===== src/rtl/pipe_pkg.sv =====
// Shared types for the reduced RISC-V pipeline: ALU opcodes, the control
// bundle carried down the pipe, and the forwarding source select.
package pipe_pkg;

    typedef enum logic [2:0] {
        ALU_ADD = 3'b000,
        ALU_SUB = 3'b001,
        ALU_AND = 3'b010,
        ALU_OR  = 3'b011,
        ALU_XOR = 3'b100,
        ALU_SLT = 3'b101,
        ALU_SLL = 3'b110,
        ALU_SRL = 3'b111
    } alu_op_e;

    typedef struct packed {
        logic [2:0] alu_ctrl;
        logic       alu_src;
        logic       reg_write;
        logic       mem_read;
        logic       mem_write;
    } ctrl_t;

    // A bubble must never write a register or touch memory.
    localparam ctrl_t BUBBLE = '0;

    typedef enum logic [1:0] {
        FWD_REG   = 2'd0,
        FWD_EXMEM = 2'd1,
        FWD_MEMWB = 2'd2
    } fwd_sel_e;

endpackage


===== src/rtl/fwd_mux.sv =====
// Forwarding selector for one ALU operand: the youngest in-flight producer
// of the source register wins, and x0 is never forwarded.
module fwd_mux
    import pipe_pkg::*;
#(
    parameter int DATA_WIDTH     = 32,
    parameter int REG_ADDR_WIDTH = 5
) (
    input  logic [REG_ADDR_WIDTH-1:0] rs,
    input  logic [DATA_WIDTH-1:0]     reg_data,
    input  logic [REG_ADDR_WIDTH-1:0] exmem_rd,
    input  logic                      exmem_RegWrite,
    input  logic [DATA_WIDTH-1:0]     exmem_result,
    input  logic [REG_ADDR_WIDTH-1:0] memwb_rd,
    input  logic                      memwb_RegWrite,
    input  logic [DATA_WIDTH-1:0]     memwb_result,
    output logic [DATA_WIDTH-1:0]     op
);

    fwd_sel_e sel;

    always_comb begin
        // NOTE: every always_comb output gets a default first so no path can infer a latch.
        sel = FWD_REG;
        if (exmem_RegWrite && (exmem_rd != '0) && (exmem_rd == rs)) begin
            sel = FWD_EXMEM;
        end else if (memwb_RegWrite && (memwb_rd != '0) && (memwb_rd == rs)) begin
            sel = FWD_MEMWB;
        end
    end

    always_comb begin
        op = reg_data;
        case (sel)
            FWD_EXMEM: op = exmem_result;
            FWD_MEMWB: op = memwb_result;
            default:   op = reg_data;
        endcase
    end

endmodule


===== src/rtl/id_ex_stage.sv =====
// ID/EX pipeline register with operand forwarding, load-use bubble
// insertion, downstream hold, branch flush and a saturating stall counter.
module id_ex_stage
    import pipe_pkg::*;
#(
    parameter int DATA_WIDTH     = 32,
    parameter int REG_ADDR_WIDTH = 5,
    parameter int CNT_WIDTH      = 16
) (
    input  logic                      clk,
    input  logic                      rst,
    input  logic                      id_valid,
    input  logic [DATA_WIDTH-1:0]     id_rd1,
    input  logic [DATA_WIDTH-1:0]     id_rd2,
    input  logic [DATA_WIDTH-1:0]     id_imm,
    input  logic [REG_ADDR_WIDTH-1:0] id_rs1,
    input  logic [REG_ADDR_WIDTH-1:0] id_rs2,
    input  logic [REG_ADDR_WIDTH-1:0] id_rd,
    input  logic [2:0]                id_ALUctrl,
    input  logic                      id_ALUsrc,
    input  logic                      id_RegWrite,
    input  logic                      id_MemRead,
    input  logic                      id_MemWrite,
    input  logic                      ex_hold,
    input  logic                      flush,
    input  logic [REG_ADDR_WIDTH-1:0] exmem_rd,
    input  logic                      exmem_RegWrite,
    input  logic [DATA_WIDTH-1:0]     exmem_result,
    input  logic [REG_ADDR_WIDTH-1:0] memwb_rd,
    input  logic                      memwb_RegWrite,
    input  logic [DATA_WIDTH-1:0]     memwb_result,
    output logic [DATA_WIDTH-1:0]     ALUop1,
    output logic [DATA_WIDTH-1:0]     regOp2,
    output logic [DATA_WIDTH-1:0]     ImmOp,
    output logic [2:0]                ALUctrl,
    output logic                      ALUsrc,
    output logic                      ex_valid,
    output logic                      ex_RegWrite,
    output logic                      ex_MemRead,
    output logic                      ex_MemWrite,
    output logic [REG_ADDR_WIDTH-1:0] ex_rd,
    output logic                      id_stall,
    output logic [CNT_WIDTH-1:0]      stall_count
);

    ctrl_t                     id_ctrl;
    ctrl_t                     ex_ctrl;
    logic [DATA_WIDTH-1:0]     ex_rd1;
    logic [DATA_WIDTH-1:0]     ex_rd2;
    logic [DATA_WIDTH-1:0]     ex_imm;
    logic [REG_ADDR_WIDTH-1:0] ex_rs1;
    logic [REG_ADDR_WIDTH-1:0] ex_rs2;
    logic                      flush_pending;
    logic                      luh;

    assign id_ctrl = '{
        alu_ctrl:  id_ALUctrl,
        alu_src:   id_ALUsrc,
        reg_write: id_RegWrite,
        mem_read:  id_MemRead,
        mem_write: id_MemWrite
    };

    // A load in EX cannot supply its data until MEM/WB, so a dependent
    // instruction in ID must wait one cycle behind a bubble.
    assign luh = ex_valid && ex_ctrl.mem_read && id_valid && (ex_rd != '0)
              && ((ex_rd == id_rs1) || (ex_rd == id_rs2));

    assign id_stall = luh || ex_hold;

    always_ff @(posedge clk) begin
        // NOTE: sequential state uses non-blocking assignments so every register samples pre-edge values.
        if (rst) begin
            ex_valid      <= 1'b0;
            ex_ctrl       <= BUBBLE;
            ex_rd1        <= '0;
            ex_rd2        <= '0;
            ex_imm        <= '0;
            ex_rs1        <= '0;
            ex_rs2        <= '0;
            ex_rd         <= '0;
            flush_pending <= 1'b0;
            stall_count   <= '0;
        end else begin
            if (id_stall && (stall_count != '1)) begin
                stall_count <= stall_count + CNT_WIDTH'(1);
            end

            if (ex_hold) begin
                // The flush cannot act while frozen; remember it for release.
                if (flush) begin
                    flush_pending <= 1'b1;
                end
            end else if (flush || flush_pending) begin
                ex_valid      <= 1'b0;
                ex_ctrl       <= BUBBLE;
                flush_pending <= 1'b0;
            end else if (luh) begin
                ex_valid <= 1'b0;
                ex_ctrl  <= BUBBLE;
            end else begin
                ex_valid <= id_valid;
                ex_ctrl  <= id_valid ? id_ctrl : BUBBLE;
                ex_rd1   <= id_rd1;
                ex_rd2   <= id_rd2;
                ex_imm   <= id_imm;
                ex_rs1   <= id_rs1;
                ex_rs2   <= id_rs2;
                ex_rd    <= id_rd;
            end
        end
    end

    fwd_mux #(
        .DATA_WIDTH     (DATA_WIDTH),
        .REG_ADDR_WIDTH (REG_ADDR_WIDTH)
    ) u_fwd_rs1 (
        .rs             (ex_rs1),
        .reg_data       (ex_rd1),
        .exmem_rd       (exmem_rd),
        .exmem_RegWrite (exmem_RegWrite),
        .exmem_result   (exmem_result),
        .memwb_rd       (memwb_rd),
        .memwb_RegWrite (memwb_RegWrite),
        .memwb_result   (memwb_result),
        .op             (ALUop1)
    );

    fwd_mux #(
        .DATA_WIDTH     (DATA_WIDTH),
        .REG_ADDR_WIDTH (REG_ADDR_WIDTH)
    ) u_fwd_rs2 (
        .rs             (ex_rs2),
        .reg_data       (ex_rd2),
        .exmem_rd       (exmem_rd),
        .exmem_RegWrite (exmem_RegWrite),
        .exmem_result   (exmem_result),
        .memwb_rd       (memwb_rd),
        .memwb_RegWrite (memwb_RegWrite),
        .memwb_result   (memwb_result),
        .op             (regOp2)
    );

    assign ImmOp       = ex_imm;
    assign ALUctrl     = ex_ctrl.alu_ctrl;
    assign ALUsrc      = ex_ctrl.alu_src;
    assign ex_RegWrite = ex_ctrl.reg_write;
    assign ex_MemRead  = ex_ctrl.mem_read;
    assign ex_MemWrite = ex_ctrl.mem_write;

endmodule

===== config.mk =====
export PLATFORM = sky130hd
export DESIGN_NAME = id_ex_stage
export DESIGN_NICKNAME = d
export VERILOG_FILES = /design/src/rtl/pipe_pkg.sv /design/src/rtl/fwd_mux.sv /design/src/rtl/id_ex_stage.sv
export SDC_FILE = /design/constraint.sdc
export NUM_CORES = 1
export LEC_CHECK = 0
export BUFFER_PORTS_ARGS = -buffer_cell sky130_fd_sc_hd__buf_2
export CAP_MARGIN = 20
export CORE_MARGIN = 10
export CORE_UTILIZATION = 50
export DETAILED_ROUTE_END_ITERATION = 10
export GPL_TIMING_DRIVEN = 0
export HOLD_SLACK_MARGIN = 0.02
export PLACE_DENSITY = 0.86
export SLEW_MARGIN = 20
export SYNTH_ARGS = -nofsm -noshare
export SYNTH_HDL_FRONTEND = slang
export SYNTH_SLANG_ARGS = --single-unit

===== constraint.sdc =====
create_clock -name clk -period 5.9 [get_ports clk]
set_input_delay 0.295 -clock clk [delete_from_list [all_inputs] [get_ports clk]]
set_output_delay 0.295 -clock clk [all_outputs]
set_load 0.1 [all_outputs]

==> results.sh, run 1 <==
export IMPL_outcome="completed"
export IMPL_synth_top_flop_cell="dfxtp_1"
export IMPL_dr_first_iter_drc_count=611
export IMPL_grt_pass1_vias=7661
export IMPL_synth_distinct_cells=42
export IMPL_cts_resized=0
export IMPL_cap_viol_max_count=0
export IMPL_clkPwrFrac_pct=41.7
export IMPL_place_congestion=0.921
export IMPL_cts_sinks=136
export IMPL_synth_top_cell_by_area="dfxtp_1"
export IMPL_synth_seq_cells=136
export IMPL_grt_usage_pct=28.1
export IMPL_dp_cells=1373
export IMPL_path_class="reg2out"
export IMPL_antenna_found_initial=4
export IMPL_p_int_mw=1.86
export IMPL_grt_pass1_wl_um=40600
export IMPL_stdcell_area_um2=9120
export IMPL_final_cells=1407
export IMPL_crit_required_ns=5.61
export IMPL_dr_total_vias=7730
export IMPL_hp_class="in2reg"
export IMPL_synth_yosys_seq_area_share_pct=41.1
export IMPL_dr_pass1_iters=7
export IMPL_synth_warnings=0
export IMPL_coreArea_um2=13100
export IMPL_layout_common_cells="buf_2, nand2_1, a21oi_1"
export IMPL_synthTopCellsByArea="dfxtp_1, nand2_1, a21oi_1, mux2i_1, nor2_1"
export IMPL_clock_path_buffers=2
export IMPL_clkTransAtPathRegs_ns=0.06
export IMPL_rsz0062_at_grt="false"
export IMPL_worstPathMaxFanout=10
export IMPL_min_period_ns=3.56
export IMPL_finalSetupViolCount=0
export IMPL_dieArea_um2=18300
export IMPL_cts_hold_buffers=0
export IMPL_finalCritPeriodShare_pct=60.4
export IMPL_rr_startpoint="ex_rd[3]"
export IMPL_synth_nets=1074
export IMPL_ioPinCount=325
export IMPL_finalWirelength_um=27200
export IMPL_drv_slew=0
export IMPL_ant_nets=0
export IMPL_num_rows=42
export IMPL_pwr_share_seq_pct=35.6
export IMPL_synth_cells=874
export IMPL_max_freq_ghz=0.281
export IMPL_mostFrequentLayoutCell="buf_2"
export IMPL_num_fill_cells=1104
export IMPL_synth_top_area_share_pct=41.1
export IMPL_switchingPower_uw=906
export IMPL_endpoint_kind="output pin"
export IMPL_wl_per_cell_um=19.3
export IMPL_die_w_um=135
export IMPL_critPathCapture="regOp2[3]"
export IMPL_synth_edf_count=0
export IMPL_dpl_instance_area_um2=8470
export IMPL_seqCellArea_um2=2720
export IMPL_fin_util_pct=69.4
export IMPL_hold_viol=0
export IMPL_fin_nets=1416
export IMPL_synthArstFlopShare_pct=0
export IMPL_tns_ns=0
export IMPL_via_per_inst=5.49
export IMPL_power_density_nw_per_um2=304
export IMPL_ir_worst_vdd_uv=238
export IMPL_initial_core_util_pct=50.4
export IMPL_grt_max_degree=17
export IMPL_r2r_slack_ns=3.56
export IMPL_post_cts_setup_buffers=0
export IMPL_critPathLaunch="ex_rs2[3]"
export IMPL_cts_tree="done"
export IMPL_drc=0
export IMPL_dp_hpwl_um=21100
export IMPL_numPortBuffers=323
export IMPL_cts_buffers=17
export IMPL_root_buffer="clkbuf_16"
export IMPL_relSlewSlack_pct=44.3
export IMPL_synth_area_um2=6630
export IMPL_synth_avg_cell_area_um2=7.58
export IMPL_overflow=0
export IMPL_htree_levels=4
export IMPL_worstMarginPinSlew_ns=0.835
export IMPL_reg2regPathDepth=8
export IMPL_critPathArrivalTime_ns=3.27
export IMPL_insertion_delay_ns=0.42
export IMPL_startpoint_type="flop"
export IMPL_multi_input_area_um2=3630
export IMPL_regToRegEndpoint="ex_rd1[29]"
export IMPL_syn_to_final_growth_pct=37.6
export IMPL_fin_skew_ns=0.00703
export IMPL_cellLeakagePower_nw=3.98
export IMPL_fp_dieH_um=135
export IMPL_hold_depth=3
export IMPL_drive_gt1_share_pct=31.9
export IMPL_switching_share_pct=32.7
export IMPL_combPwrFrac_pct=22.8
cell type report:
| cell class | instances | share of cell area (%) |
|---|---|---|
| inverters | 4 | 0.165 |
| well taps | 176 | 2.41 |
| diodes | 2 | 0.0549 |
| multi-input cells | 672 | 39.8 |
| clock buffers | 25 | 5.54 |
| flip-flops and latches | 136 | 29.8 |
| clock inverters | 7 | 1.51 |
| plain buffers | 62 | 2.95 |
| repair buffers | 323 | 17.7 |
worst min path at each step:
| stage | startpoint | end |
|---|---|---|
| floorplan | id_rd1[0] | ex_rd1[0] |
| CTS | id_rd1[16] | ex_rd1[16] |
| finish | id_rd1[16] | ex_rd1[16] |
| global placement | ImmOp[20] | ImmOp[20] |
| global route | id_imm[30] | ImmOp[30] |
| detailed placement | ImmOp[20] | ImmOp[20] |
cell usage after synthesis (2+ instances only):
| cell | number |
|---|---|
| o21ai_0 | 24 |
| dfxtp_1 | 136 |
| o31ai_1 | 5 |
| or3_1 | 3 |
| nand3_1 | 12 |
| nand2_1 | 262 |
| inv_1 | 4 |
| and3_1 | 4 |
| nor2_1 | 50 |
| nor4_4 | 2 |
| a21oi_1 | 153 |
| a21boi_0 | 2 |
| o21ai_1 | 13 |
| buf_2 | 26 |
| mux2_2 | 4 |
| buf_1 | 2 |
| nor2b_1 | 7 |
| xor2_1 | 10 |
| a32oi_1 | 7 |
| nor3_1 | 2 |
| mux2i_1 | 65 |
| or4_1 | 8 |
| nand4_1 | 2 |
| xnor2_1 | 21 |
| clkbuf_1 | 33 |
state kept, by name (all words and copies together) (netlist names), 3 cells and up:
signal       flops
ImmOp           32
ex_rd1          32
ex_rd2          32
stall_count     16
ex_rd            5
ex_rs1           5
ex_rs2           5
ALUctrl          3
stage by stage:
step                      hold WS (ns)  total power, mW  setup WS (ns)
after floorplan                  0.431             1.46           1.99
after global placement           0.439             1.62           2.42
after detailed placement         0.444             1.63           2.75
after CTS                       0.0990             2.78           2.38
after global routing             0.109             2.86           2.24
final                            0.110             2.77           2.34
worst max-delay path: stages (launching register included):
cell and delay, ns:
dfxtp_1 0.39, xnor2_1 0.13, nand3_1 0.13, nor4_4 0.70, clkbuf_1 0.70, nand2_1 0.11
o21ai_1 0.19, buf_2 0.49
routing by layer:
layer | GRT usage [%] | vias to the layer above | wire length [um]
met1 | 29.8 | 3569 | 9900
met3 | 10.3 | 73 | 2970
met2 | 48.1 | 428 | 13300
met4 | 14.1 | 2 | 1030
li1 | - | 3658 | -
met5 | 0 | - | 13
power groups by stage:
stage                     combinational (mW)  sequential, mW  clock [mW]
after detailed placement               0.626            1.00           0
final                                  0.631           0.984        1.15
after global routing                   0.663           0.988        1.20
after floorplan                        0.357            1.10           0
after CTS                              0.629           0.984        1.16
after global placement                 0.619            1.00           0
cell families after synthesis:
group,count (synthesis),share of synthesized area (%)
and+or+nand+nor,359,22.7
xor gates and xnor gates,31,4.10
AOI/OAI and AO/OA,212,17.1
buffers and inverters,66,4.29
DFF,136,41.1
muxes,69,10.5
adders and majority gates,1,0.189
Power figures use the tool's default switching activity.
==> run 2: changes to the inputs <==
--- a/config.mk
+++ b/config.mk
@@ -8,11 +8,11 @@
 export BUFFER_PORTS_ARGS = -buffer_cell sky130_fd_sc_hd__buf_2
 export CAP_MARGIN = 20
 export CORE_MARGIN = 10
-export CORE_UTILIZATION = 50
+export CORE_UTILIZATION = 47
 export DETAILED_ROUTE_END_ITERATION = 10
 export GPL_TIMING_DRIVEN = 0
 export HOLD_SLACK_MARGIN = 0.02
-export PLACE_DENSITY = 0.86
+export PLACE_DENSITY = 0.82
 export SLEW_MARGIN = 20
 export SYNTH_ARGS = -nofsm -noshare
 export SYNTH_HDL_FRONTEND = slang
==> constraint.sdc (replaced) <==
create_clock -name clk -period 3.45 [get_ports clk]
set_input_delay 0.1725 -clock clk [delete_from_list [all_inputs] [get_ports clk]]
set_output_delay 0.1725 -clock clk [all_outputs]
set_load 0.1 [all_outputs]
==> run 2 against run 1 <==
Effect of this change: total power is 65% higher; cell area is 10% higher; clock-buffer cell count is 1 lower; sequential power is 71% higher; sequential cell count stayed put; combinational power is 90% higher; die area is 5.4% higher; sequential share of layout area is 2.8 points lower; first-iteration DRC count is 4.7% higher; critical path type unchanged; critical endpoint is now regOp2[29].
==> results.sh, run 2 (synthesized netlist as in run 1, its figures left out) <==
export IMPL_drc=0
export IMPL_coreArea_um2=13800
export IMPL_combPwrFrac_pct=26.2
export IMPL_die_w_um=139
export IMPL_dr_first_iter_drc_count=640
export IMPL_insertion_delay_ns=0.41
export IMPL_fp_dieH_um=139
export IMPL_path_class="reg2out"
export IMPL_dpl_instance_area_um2=8480
export IMPL_relSlewSlack_pct=44.5
export IMPL_worstPathMaxFanout=10
export IMPL_fin_nets=1519
export IMPL_max_freq_ghz=0.309
export IMPL_worstMarginPinSlew_ns=0.827
export IMPL_cts_sinks=136
export IMPL_ant_nets=0
export IMPL_grt_pass1_wl_um=46700
export IMPL_rr_startpoint="ex_rd[0]"
export IMPL_finalSetupViolCount=0
export IMPL_crit_required_ns=3.28
export IMPL_min_from="id_rd1[22]"
export IMPL_dp_cells=1377
export IMPL_num_fill_cells=977
export IMPL_r2r_slack_ns=1.06
export IMPL_syn_to_final_growth_pct=51.8
export IMPL_min_to="ex_rd1[22]"
export IMPL_outcome="completed"
export IMPL_seqCellArea_um2=2720
export IMPL_ioPinCount=325
export IMPL_dr_total_vias=8345
export IMPL_grt_usage_pct=29.9
export IMPL_switching_share_pct=34.3
export IMPL_numPortBuffers=323
export IMPL_power_density_nw_per_um2=455
export IMPL_cellLeakagePower_nw=4.37
export IMPL_pwr_share_seq_pct=36.8
export IMPL_grt_max_degree=17
export IMPL_clkPwrFrac_pct=37.0
export IMPL_initial_core_util_pct=47.9
export IMPL_layout_common_cells="buf_2, nand2_1, a21oi_1"
export IMPL_critPathLaunch="ex_rs2[3]"
export IMPL_startpoint_type="flop"
export IMPL_min_period_ns=3.23
export IMPL_fin_util_pct=72.8
export IMPL_rsz0062_at_grt="false"
export IMPL_drv_slew=0
export IMPL_finalCritPeriodShare_pct=93.7
export IMPL_cts_resized=0
export IMPL_dr_pass1_iters=7
export IMPL_place_congestion=0.901
export IMPL_antenna_found_initial=2
export IMPL_clkTransAtPathRegs_ns=0.06
export IMPL_mostFrequentLayoutCell="buf_2"
export IMPL_regToRegEndpoint="ex_rd1[20]"
export IMPL_p_int_mw=3.01
export IMPL_tns_ns=0
export IMPL_clock_path_buffers=2
export IMPL_hold_viol=0
export IMPL_finalWirelength_um=30600
export IMPL_multi_input_area_um2=3630
export IMPL_cap_viol_max_count=0
export IMPL_reg2regPathDepth=8
export IMPL_grt_pass1_vias=8530
export IMPL_cts_buffers=17
export IMPL_wl_per_cell_um=20.2
export IMPL_htree_levels=4
export IMPL_hp_class="in2reg"
export IMPL_stdcell_area_um2=10100
export IMPL_endpoint_kind="output pin"
export IMPL_dieArea_um2=19300
export IMPL_critPathArrivalTime_ns=3.06
export IMPL_switchingPower_mw=1.57
export IMPL_hold_depth=3
export IMPL_ir_worst_vdd_uv=387
export IMPL_finalPower_mw=4.58
export IMPL_drive_gt1_share_pct=29.2
export IMPL_root_buffer="clkbuf_16"
export IMPL_fin_skew_ns=0.00926
export IMPL_dp_hpwl_um=21300
export IMPL_num_rows=43
export IMPL_final_cells=1515
export IMPL_overflow=0
export IMPL_via_per_inst=5.51
export IMPL_cts_tree="done"
[run 2: cell types whose count changed in the layout (fill, tap and decap cells not counted), sizes merged]
| cell | before | now |
|---|---|---|
| bufinv | 4 | 1 |
| clkinvlp | 1 | 0 |
| diode | 2 | 7 |
| clkbuf | 58 | 57 |
| clkinv | 2 | 3 |
| dlygate4sd3 | 0 | 103 |
[run 2: final cells by class]
cell class / count / area share (%)
multi-input cells: 672 / 36.1
flip-flops and latches: 136 / 27.1
repair buffers: 426 / 26.3
clock buffers: 24 / 4.89
plain buffers: 62 / 2.67
well taps: 180 / 2.24
clock inverters: 4 / 0.448
diodes: 7 / 0.174
inverters: 4 / 0.149
[run 2: worst max-delay path by stage]
| stage | endpoint | slack [ns] | depth (start not counted) |
|---|---|---|---|
| 2_1_floorplan | regOp2[19] | 0.005 | 5 |
| 3_3_place_gp | regOp2[30] | 0.15 | 7 |
| 3_5_place_dp | regOp2[30] | 0.50 | 7 |
| 4_1_cts | regOp2[30] | 0.05 | 7 |
| 5_1_grt | regOp2[3] | 0.03 | 7 |
| 6_report | regOp2[29] | 0.22 | 7 |
[run 2: worst max-delay path: stages, from the launching register on]
cell      delay (ns)
dfxtp_1         0.40
xnor2_1         0.14
nand3_1         0.14
nor4_4          0.64
clkbuf_1        0.61
nand2_1         0.12
o21ai_1         0.13
buf_2           0.47
[run 2: per-layer routing]
layer  routed length (um)  part of all wire (%)  GRT usage [%]
met1                11400                    37           32.0
met2                14700                    48           51.0
met3                 3060                    10           10.3
met4                 1400                   4.6           16.2
met5                    0                     0              0
[run 2: power groups by stage]
stage          Combinational, mW  Sequential [mW]  Clock [mW]
4_1_cts                     1.18             1.68        1.71
3_5_place_dp                1.08             1.71           0
6_report                    1.20             1.68        1.70
5_1_grt                     1.25             1.69        1.78
2_1_floorplan              0.612             1.88           0
3_3_place_gp                1.07             1.71           0
[run 2: timing repair]
| action | in CTS | in global routing |
|---|---|---|
| setup buffers | 0 | 0 |
| endpoints found under the hold margin | 103 | 0 |
| hold buffers | 103 | 0 |
| setup endpoints to repair | 0 | 9 |
[run 2: metrics by stage]
step	hold slack, ns	setup slack [ns]
2_1_floorplan	0.308	0.00456
3_5_place_dp	0.418	0.498
6_report	0.0356	0.217
3_3_place_gp	0.413	0.147
5_1_grt	0.0202	0.0258
4_1_cts	0.0205	0.0502
==> run 3: changes to the inputs <==
--- a/config.mk
+++ b/config.mk
@@ -5,14 +5,14 @@
 export SDC_FILE = /design/constraint.sdc
 export NUM_CORES = 1
 export LEC_CHECK = 0
-export BUFFER_PORTS_ARGS = -buffer_cell sky130_fd_sc_hd__buf_2
 export CAP_MARGIN = 20
 export CORE_MARGIN = 10
-export CORE_UTILIZATION = 47
+export CORE_UTILIZATION = 55
 export DETAILED_ROUTE_END_ITERATION = 10
+export DONT_BUFFER_PORTS = 1
 export GPL_TIMING_DRIVEN = 0
 export HOLD_SLACK_MARGIN = 0.02
-export PLACE_DENSITY = 0.82
+export PLACE_DENSITY = 0.7
 export SLEW_MARGIN = 20
 export SYNTH_ARGS = -nofsm -noshare
 export SYNTH_HDL_FRONTEND = slang
==> run 3 against run 2 <==
Effect of this change: sequential power increased by 11%; hold slack improved by 0.11 ns; combinational power decreased by 26%; critical path depth decreased by 1; cell area decreased by 9.6%; worst setup slack got worse by 0.11 ns; critical path type unchanged.
==> results.sh, run 3 (synthesized netlist as in run 1, its figures left out) <==
export IMPL_outcome="completed"
export IMPL_min_from="id_valid"
export IMPL_finalPower_mw=4.42
export IMPL_num_rows=40
export IMPL_path_class="reg2out"
export IMPL_cap_viol_max_count=0
export IMPL_use_met1_pct=33.2
export IMPL_setup_slack_ns=0.104
export IMPL_hold_depth=3
export IMPL_htree_levels=4
export IMPL_grt_util_met2_pct=56.8
export IMPL_pwr_share_seq_pct=42.3
export IMPL_tns_ns=0
export IMPL_grt_pass1_wl_um=43800
export IMPL_numPortBuffers=0
export IMPL_rsz0062_at_grt="false"
export IMPL_grt_max_degree=17
export IMPL_hp_class="in2reg"
export IMPL_overflow=0
export IMPL_min_period_ns=3.35
export IMPL_antenna_found_initial=2
export IMPL_r2r_slack_ns=0.23
export IMPL_relSlewSlack_pct=21.3
export IMPL_final_cells=1179
export IMPL_startpoint_type="flop"
export IMPL_ant_nets=0
export IMPL_dp_cells=1021
export IMPL_p_int_mw=2.80
export IMPL_crit_required_ns=3.28
export IMPL_fp_dieH_um=130
export IMPL_clock_path_buffers=2
export IMPL_insertion_delay_ns=0.43
export IMPL_drc=0
export IMPL_dp_slack_ns=0.254
export IMPL_switchingPower_mw=1.63
export IMPL_grt_usage_pct=33.6
export IMPL_cp_num_buf_inv=1
export IMPL_dp_hpwl_um=20400
export IMPL_worstMarginPinSlew_ns=1.18
export IMPL_fin_skew_ns=0.0102
export IMPL_coreArea_um2=11900
export IMPL_critPathArrivalTime_ns=3.17
export IMPL_cellLeakagePower_nw=3.09
export IMPL_clkTransAtPathRegs_ns=0.06
export IMPL_finalWirelength_um=29700
export IMPL_hold_viol=0
export IMPL_crit_family="compound AO/OA/AOI/OAI gates"
export IMPL_combPwrFrac_pct=20.2
export IMPL_dieArea_um2=16800
export IMPL_cts_tree="done"
export IMPL_switching_share_pct=36.8
export IMPL_fin_nets=1217
export IMPL_grtUsageMet3_pct=15.2
export IMPL_dr_first_iter_drc_count=766
export IMPL_power_density_nw_per_um2=486
export IMPL_initial_core_util_pct=55.6
export IMPL_place_congestion=0.903
export IMPL_dr_pass1_iters=5
export IMPL_rr_startpoint="ex_valid"
export IMPL_layout_common_cells="nand2_1, dfxtp_1, a21oi_1"
export IMPL_ioPinCount=325
export IMPL_reg2regPathDepth=7
export IMPL_mostFrequentLayoutCell="nand2_1"
export IMPL_clkPwrFrac_pct=37.6
export IMPL_dr_total_vias=7500
export IMPL_path_cells="xnor2_1 -> nand3_1 -> nor4_4 -> buf_2 -> mux2i_1 -> o21ai_2"
export IMPL_root_buffer="clkbuf_16"
export IMPL_ir_worst_vdd_uv=344
export IMPL_cts_buffers=17
export IMPL_min_to="ex_valid"
export IMPL_die_w_um=130
export IMPL_worstPathMaxFanout=10
export IMPL_finalCritPeriodShare_pct=97.0
export IMPL_wl_per_cell_um=25.2
export IMPL_grt_busiest_layer="met2"
export IMPL_hold_slack_ns=0.141
export IMPL_drive_gt1_share_pct=13.8
export IMPL_syn_to_final_growth_pct=37.2
export IMPL_max_freq_ghz=0.299
export IMPL_cts_sinks=136
export IMPL_grt_pass1_vias=7829
export IMPL_slowest_delay_ns=0.91
export IMPL_endpoint_kind="output pin"
export IMPL_regToRegEndpoint="ImmOp[0]"
export IMPL_crit_path_top_delay_cell="o21ai_2"
export IMPL_finalSetupViolCount=0
export IMPL_drv_slew=0
export IMPL_via_per_inst=6.36
## run 3: cell count changes in the layout (fill, tap and decap cells not counted), moves of 5 or more
cell	before	now
buf_2	349	26
a21oi_1	153	121
a21oi_4	0	32
o21ai_1	31	1
o21ai_2	1	30
dlygate4sd3_1	103	120
clkinvlp_4	0	7
clkbuf_1	36	31
diode_2	7	2
## run 3: timing repair
item / CTS / global route
hold endpoints to repair: 124 / 0
buffers inserted: 4 / 0
endpoints found under the setup margin: 30 / 0
hold buffers: 120 / 0
gates resized for setup: 1 / 0
## run 3: area by class of cell
type                            instances  area, um2
Buffer                                 62        273
Fill cell                             776       2820
Multi-Input combinational cell        672       4130
Tap cell                              147        184
Timing Repair Buffer                  124       1230
Sequential cell                       136       2720
Inverter                                4       15.0
Clock buffer                           18        429
Antenna cell                            2       5.00
Clock inverter                         14        103
## run 3: power groups by stage
stage                     Combinational (mW)  Clock [mW]  Sequential (mW)
after detailed placement               0.747           0             1.90
after CTS                              0.869        1.65             1.87
after floorplan                        0.612           0             1.88
after global routing                   0.929        1.73             1.87
final                                  0.892        1.66             1.87
after global placement                 0.682           0             1.90
## run 3: metal layers
layer,up-vias,part of all wire (%)
met4,0,6.0
met3,155,12
met5,-,0
met2,587,48
li1,3251,-
met1,3507,33
## run 3: stage by stage
stage / cell area [um2] / util (%)
finish: 9090 / 76.4
global placement: 6810 / 57.2
floorplan: 6630 / -
global route: 9090 / 76.4
detailed placement: 7320 / 61.5
CTS: 9090 / 76.3
## run 3: worst register-to-register path: stages, from the launching register on
cell and delay (ns):
dfxtp_1 1.00, nand3_1 0.27, a21oi_1 0.47, a21bo_2 0.26
buf_2 0.30, clkbuf_1 0.40, nand2_1 0.16, a21oi_1 0.26
## run 3: worst max-delay path by stage
stage | start | to | slack (ns) | depth (start not counted)
2_1_floorplan | memwb_rd[0] | regOp2[19] | 0.005 | 5
3_3_place_gp | ex_rs2[4] | regOp2[19] | -0.32 | 5
3_5_place_dp | ex_rs2[0] | regOp2[4] | 0.25 | 5
4_1_cts | ex_rs2[4] | regOp2[4] | 0.12 | 6
5_1_grt | ex_rs2[4] | regOp2[4] | 0.04 | 6
6_report | ex_rs2[4] | regOp2[4] | 0.10 | 6
